==> src/rtl/spi_pkg.sv <==
// Shared types and constants for the SPI initiator.
package spi_pkg;

    localparam int SPI_BYTE_W          = 8;
    localparam int SPI_CNT_W           = $clog2(SPI_BYTE_W);
    localparam int SPI_CLK_DIV_DEFAULT = 2;

    typedef enum logic [2:0] {
        IDLE,
        SETUP,
        LOW,
        HIGH,
        WAIT,
        HOLD,
        DESEL
    } spi_state_e;

endpackage

==> src/rtl/spi_clk_tick.sv <==
// Phase timer: tick marks the last cycle of a CLK_DIV-long phase; restart
// re-aligns the count on every FSM state change.
module spi_clk_tick #(
    parameter int CLK_DIV = 2
) (
    input  logic clk,
    input  logic reset,
    input  logic restart,
    output logic tick
);

    logic [7:0] cnt;

    assign tick = (cnt == 8'(CLK_DIV - 1));

    always_ff @(posedge clk or negedge reset) begin
        if (!reset)
            cnt <= 8'd0;
        else if (restart || tick)
            cnt <= 8'd0;
        else
            cnt <= cnt + 8'd1;
    end

endmodule

==> src/rtl/spi_initiator.sv <==
// SPI mode-0 initiator: byte stream in/out, ss framed by tx_last.
// Build option SPI_INITIATOR_LOOPBACK_EN feeds the mosi register into the receive shifter.
module spi_initiator
    import spi_pkg::*;
#(
    parameter int CLK_DIV = SPI_CLK_DIV_DEFAULT
) (
    input  logic                  clk,
    input  logic                  reset,
    input  logic [SPI_BYTE_W-1:0] tx_data,
    input  logic                  tx_last,
    input  logic                  tx_valid,
    output logic                  tx_ready,
    output logic [SPI_BYTE_W-1:0] rx_data,
    output logic                  rx_valid,
    output logic                  busy,
    output logic                  sclk,
    output logic                  ss,
    output logic                  mosi,
    input  logic                  miso
);

    spi_state_e            state, state_nx;
    logic                  tick, restart, acc, last_q, sample_in, last_bit;
    logic [SPI_CNT_W-1:0]  bit_cnt;
    logic [SPI_BYTE_W-1:0] tx_sh, rx_sh;

    assign acc      = tx_valid && tx_ready;
    assign restart  = (state_nx != state);
    assign last_bit = (bit_cnt == SPI_CNT_W'(SPI_BYTE_W - 1));
    // mosi is the shifter MSB itself, so it is a flop output and loads with the byte
    assign mosi     = tx_sh[SPI_BYTE_W-1];

`ifdef SPI_INITIATOR_LOOPBACK_EN
    logic unused_miso;
    assign unused_miso = miso;
    assign sample_in   = tx_sh[SPI_BYTE_W-1];
`else
    assign sample_in   = miso;
`endif

    spi_clk_tick #(.CLK_DIV(CLK_DIV)) u_tick (
        .clk     (clk),
        .reset   (reset),
        .restart (restart),
        .tick    (tick)
    );

    always_ff @(posedge clk or negedge reset) begin
        if (!reset)
            state <= IDLE;
        else
            state <= state_nx;
    end

    always_comb begin
        state_nx = state;
        unique case (state)
            IDLE:  if (acc)  state_nx = SETUP;
            SETUP: if (tick) state_nx = LOW;
            LOW:   if (tick) state_nx = HIGH;
            HIGH:  if (tick) state_nx = !last_bit ? LOW : (last_q ? HOLD : WAIT);
            WAIT:  if (acc)  state_nx = LOW;
            HOLD:  if (tick) state_nx = DESEL;
            DESEL: if (tick) state_nx = IDLE;
            default:         state_nx = IDLE;
        endcase
    end

    // Pin-level outputs are decoded from the next state so they flip with the state register
    always_ff @(posedge clk or negedge reset) begin
        if (!reset) begin
            sclk     <= 1'b0;
            ss       <= 1'b1;
            tx_ready <= 1'b1;
            busy     <= 1'b0;
        end else begin
            sclk     <= (state_nx == HIGH);
            ss       <= (state_nx == IDLE) || (state_nx == DESEL);
            tx_ready <= (state_nx == IDLE) || (state_nx == WAIT);
            busy     <= (state_nx != IDLE);
        end
    end

    always_ff @(posedge clk or negedge reset) begin
        if (!reset) begin
            tx_sh    <= '0;
            rx_sh    <= '0;
            rx_data  <= '0;
            rx_valid <= 1'b0;
            last_q   <= 1'b0;
            bit_cnt  <= '0;
        end else begin
            rx_valid <= 1'b0;
            if (acc) begin
                tx_sh   <= tx_data;
                last_q  <= tx_last;
                bit_cnt <= '0;
            end
            if (state == LOW && tick)
                rx_sh <= {rx_sh[SPI_BYTE_W-2:0], sample_in};
            if (state == HIGH && tick) begin
                if (last_bit) begin
                    rx_data  <= rx_sh;
                    rx_valid <= 1'b1;
                end else begin
                    bit_cnt <= bit_cnt + 1'b1;
                    tx_sh   <= {tx_sh[SPI_BYTE_W-2:0], 1'b0};
                end
            end
        end
    end

endmodule

==> config.mk <==
export PLATFORM = sky130hd
export DESIGN_NAME = spi_initiator
export DESIGN_NICKNAME = d
export VERILOG_FILES = /design/src/rtl/spi_pkg.sv /design/src/rtl/spi_clk_tick.sv /design/src/rtl/spi_initiator.sv
export SDC_FILE = /design/constraint.sdc
export NUM_CORES = 1
export LEC_CHECK = 0
export CELL_PAD_IN_SITES_DETAIL_PLACEMENT = 2
export CELL_PAD_IN_SITES_GLOBAL_PLACEMENT = 2
export CORE_UTILIZATION = 36
export DETAILED_ROUTE_END_ITERATION = 10
export PLACE_DENSITY_LB_ADDON = 0.1
export SLEW_MARGIN = 5
export SYNTH_ARGS = -nofsm -noshare
export SYNTH_HDL_FRONTEND = slang
export SYNTH_SLANG_ARGS = --single-unit
==> constraint.sdc <==
create_clock -name clk -period 2.5 [get_ports clk]
set_clock_uncertainty 0.05 [all_clocks]
set_input_delay 0.75 -clock clk [delete_from_list [all_inputs] [get_ports clk]]
set_output_delay 0.75 -clock clk [all_outputs]
set_load 0.01 [all_outputs]
==> flow_summary.ini, run 1 <==
[pwr]
switching_share_pct = 37.35
p_seq_share_pct = 45.1
ir_drop_mv = 0.4486
p_int_uw = 1581
power_leakage_uw = 0.001097
p_clk_share_pct = 18.1
switchingPower_uw = 942.4
power_frac_comb_pct = 36.8
p_per_area_nw_per_um2 = 1051

[synthesis]
synth_seq_cells = 44
synth.area.top_cells = dfrtp_1, mux2_2, mux2i_1
synth.largest_area_cell = dfrtp_1
synth_cell_types = 34
synthCells = 162
synth-seq-area-share_pct = 56.98
synth_top_area_share_pct = 54.26
syn_nets = 179
yosysWarningCount = 0
syn_area_per_cell_um2 = 11.96
syn-cell-area_um2 = 1937

[sta]
finalHoldViolCount = 0
period_share_pct = 92.76
tightest_slew_ns = 0.5498
whs_ns = 0.4497
finalSetupViolCount = 0
relSlewSlack_pct = 63.35
clock.fmax_ghz = 0.4312
fin_crit_ns = 2.319
maxSlewViolCount = 0
rsz0062_at_grt = false
fin_setup_tns_ns = 0

[worst_setup_path]
worstPathMaxFanout = 8
crit_slowest_cell = or4b_4
cp.buffers_inverters = 1
max_stage_delay_ns = 0.53
path_cells = inv_1 > ha_1 > or4b_4 > nor2_1 > and3_1 > mux2_2
worstPathRequired_ns = 2.64
cp_top_family = simple AND/OR/NAND/NOR gates
end_kind = flop
worstSetupPathType = flop to flop
cp-start-kind = flop
arrival_ns = 2.46

[route]
first_pass_iters = 2
first_iter_violations = 63
wire_per_inst_um = 16.41
final_antenna_net_count = 0
vias_per_cell = 5.207
wl_um = 4365
drc = 0
dr_total_vias = 1385

[floorplanning]
die_y_um = 75.35
fp.dieW_um = 75.35
std_cell_rows = 26
dieArea_um2 = 5678
io_pins = 27
initial_core_util_pct = 37.68
coreArea_um2 = 5140

[final_layout]
fin_nets = 212
final_cell_mix = dfrtp_1, clkdlybuf4s50_1, nand2_1
final_util_pct = 46.69
drive_above_1_share_pct = 19.90
fill_cells = 538
multi_input_area_um2 = 804.5
final-seq-area_um2 = 1104
fin_cells = 266
area_delta_synth_final_pct = 23.90
final_common_cell = dfrtp_1
antennaDiodeCount = 0

[cts]
htreeDepth = 2
max-clock-path-buffers = 2
cts_tree = built
clkTransAtPathRegs_ns = 0.09
hold_buffers = 0
numClockSinks = 44
cts_root_buffer = clkbuf_8
cts_setup_buffers = 0
clock_latency_ns = 0.30
numCtsBuffers = 5
cts-resized-gates = 0

[min_path]
hold_path.class = flop to flop

[global_routing]
grt_max_degree = 45
grt_overflow_total = 0
first_global_vias = 1582
grt_pass1_wl_um = 7403
track_usage_pct = 17.71
antenna_found_initial = 0

[placement]
gp_congestion = 0.8705
dp_hpwl_um = 3121
dp_cells = 258
port_buffers = 26

[flow_run]
drv_cap = 0

[outcome]
status = completed
-- registers in the layout, indices dropped and copies added (netlist names) --
signal,flops
rx_data,8
last_q,1
ss,1
busy,1
rx_valid,1
u_tick.cnt,8
state,3
tx_sh,8
bit_cnt,3
tx_ready,1
sclk,1
rx_sh,8
-- worst reg2reg max path, stage by stage, from the launching register on --
cell and delay, ns:
dfrtp_1 0.42, inv_1 0.07, ha_1 0.19, or4b_4 0.53
nor2_1 0.18, and3_1 0.40, mux2_2 0.38
-- final cells by class --
| class | instances | area share, % |
|---|---|---|
| Inverter | 3 | 0.4692 |
| Clock inverter | 3 | 0.9906 |
| Sequential cell | 44 | 45.99 |
| Clock buffer | 5 | 2.868 |
| Timing Repair Buffer | 32 | 12.51 |
| Tap cell | 70 | 3.650 |
| Multi-Input combinational cell | 109 | 33.52 |
-- cells in the mapped netlist (all sizes together) --
cell	number
mux2	17
mux2i	8
nand3b	1
xor2	4
nand2b	1
a311o	3
o32ai	1
a21oi	3
and3b	1
clkbuf	4
nor4	2
inv	3
dfstp	2
or4b	1
nor4b	1
xnor2	2
o21ai	9
nand3	6
o311ai	1
or3	2
nor2b	1
buf	2
nand4	2
and3	3
a31o	1
nand2	19
ha	4
dfrtp	42
nor2	10
a311oi	2
and2	2
nor3	2
-- logic make-up after synthesis --
group	synth area share, %
adder cells (fa/ha/maj)	2.584
multiplexers	14.02
AO/OA/AOI/OAI	6.912
flip-flops	56.98
XOR/XNOR	2.713
buffers and inverters	1.808
AND/OR/NAND/NOR	14.99
-- stage by stage --
| stage | setup slack (ns) | instance area [um2] | total power [uW] |
|---|---|---|---|
| CTS | 0.1679 | 2400 | 2577 |
| global placement | 0.1012 | 2307 | 2010 |
| detailed placement | 0.04642 | 2307 | 2093 |
| global route | 0.02755 | 2400 | 2722 |
| finish | 0.1809 | 2400 | 2523 |
| floorplan | 0.3888 | 1937 | 1728 |
-- power groups by stage --
stage / clock (uW) / sequential (uW) / combinational [uW]
finish: 456 / 1140 / 928
global route: 497 / 1180 / 1050
CTS: 480 / 1140 / 953
detailed placement: 0 / 1150 / 941
global placement: 0 / 1130 / 883
floorplan: 0 / 1080 / 650
-- routing by layer --
layer / global-route usage [%] / share of wire (%) / up-vias
li1: - / - / 639
met1: 19.46 / 42 / 716
met2: 33.73 / 54 / 25
met3: 3.571 / 3.0 / 5
met4: 6.173 / 1.1 / 0
met5: 0 / 0 / -
-- path summary, 6_finish.rpt --
check | slack [ns] | from | cells past startpoint | end
worst max-delay path | 0.18 | u_tick.cnt[1] | 6 | rx_sh[3]
worst min-delay path | 0.45 | bit_cnt[0] | 1 | bit_cnt[0]
worst max register to register | 0.18 | u_tick.cnt[1] | 6 | rx_sh[3]
worst min register to register | 0.45 | bit_cnt[0] | 1 | bit_cnt[0]
max in group asynchronous | 1.55 | reset | 2 | u_tick.cnt[5]
min in group asynchronous | 0.47 | reset | 2 | rx_sh[6]
Power figures use the tool's default switching activity.
==> inputs of run 2 (changes only) <==
--- a/config.mk
+++ b/config.mk
@@ -5,6 +5,7 @@
 export SDC_FILE = /design/constraint.sdc
 export NUM_CORES = 1
 export LEC_CHECK = 0
+export ABC_CLOCK_PERIOD_IN_PS = 2500
 export CELL_PAD_IN_SITES_DETAIL_PLACEMENT = 2
 export CELL_PAD_IN_SITES_GLOBAL_PLACEMENT = 2
 export CORE_UTILIZATION = 36
==> results of run 2 <==
Same layout as run 1: the final DEF is identical, and so are final timing and power.
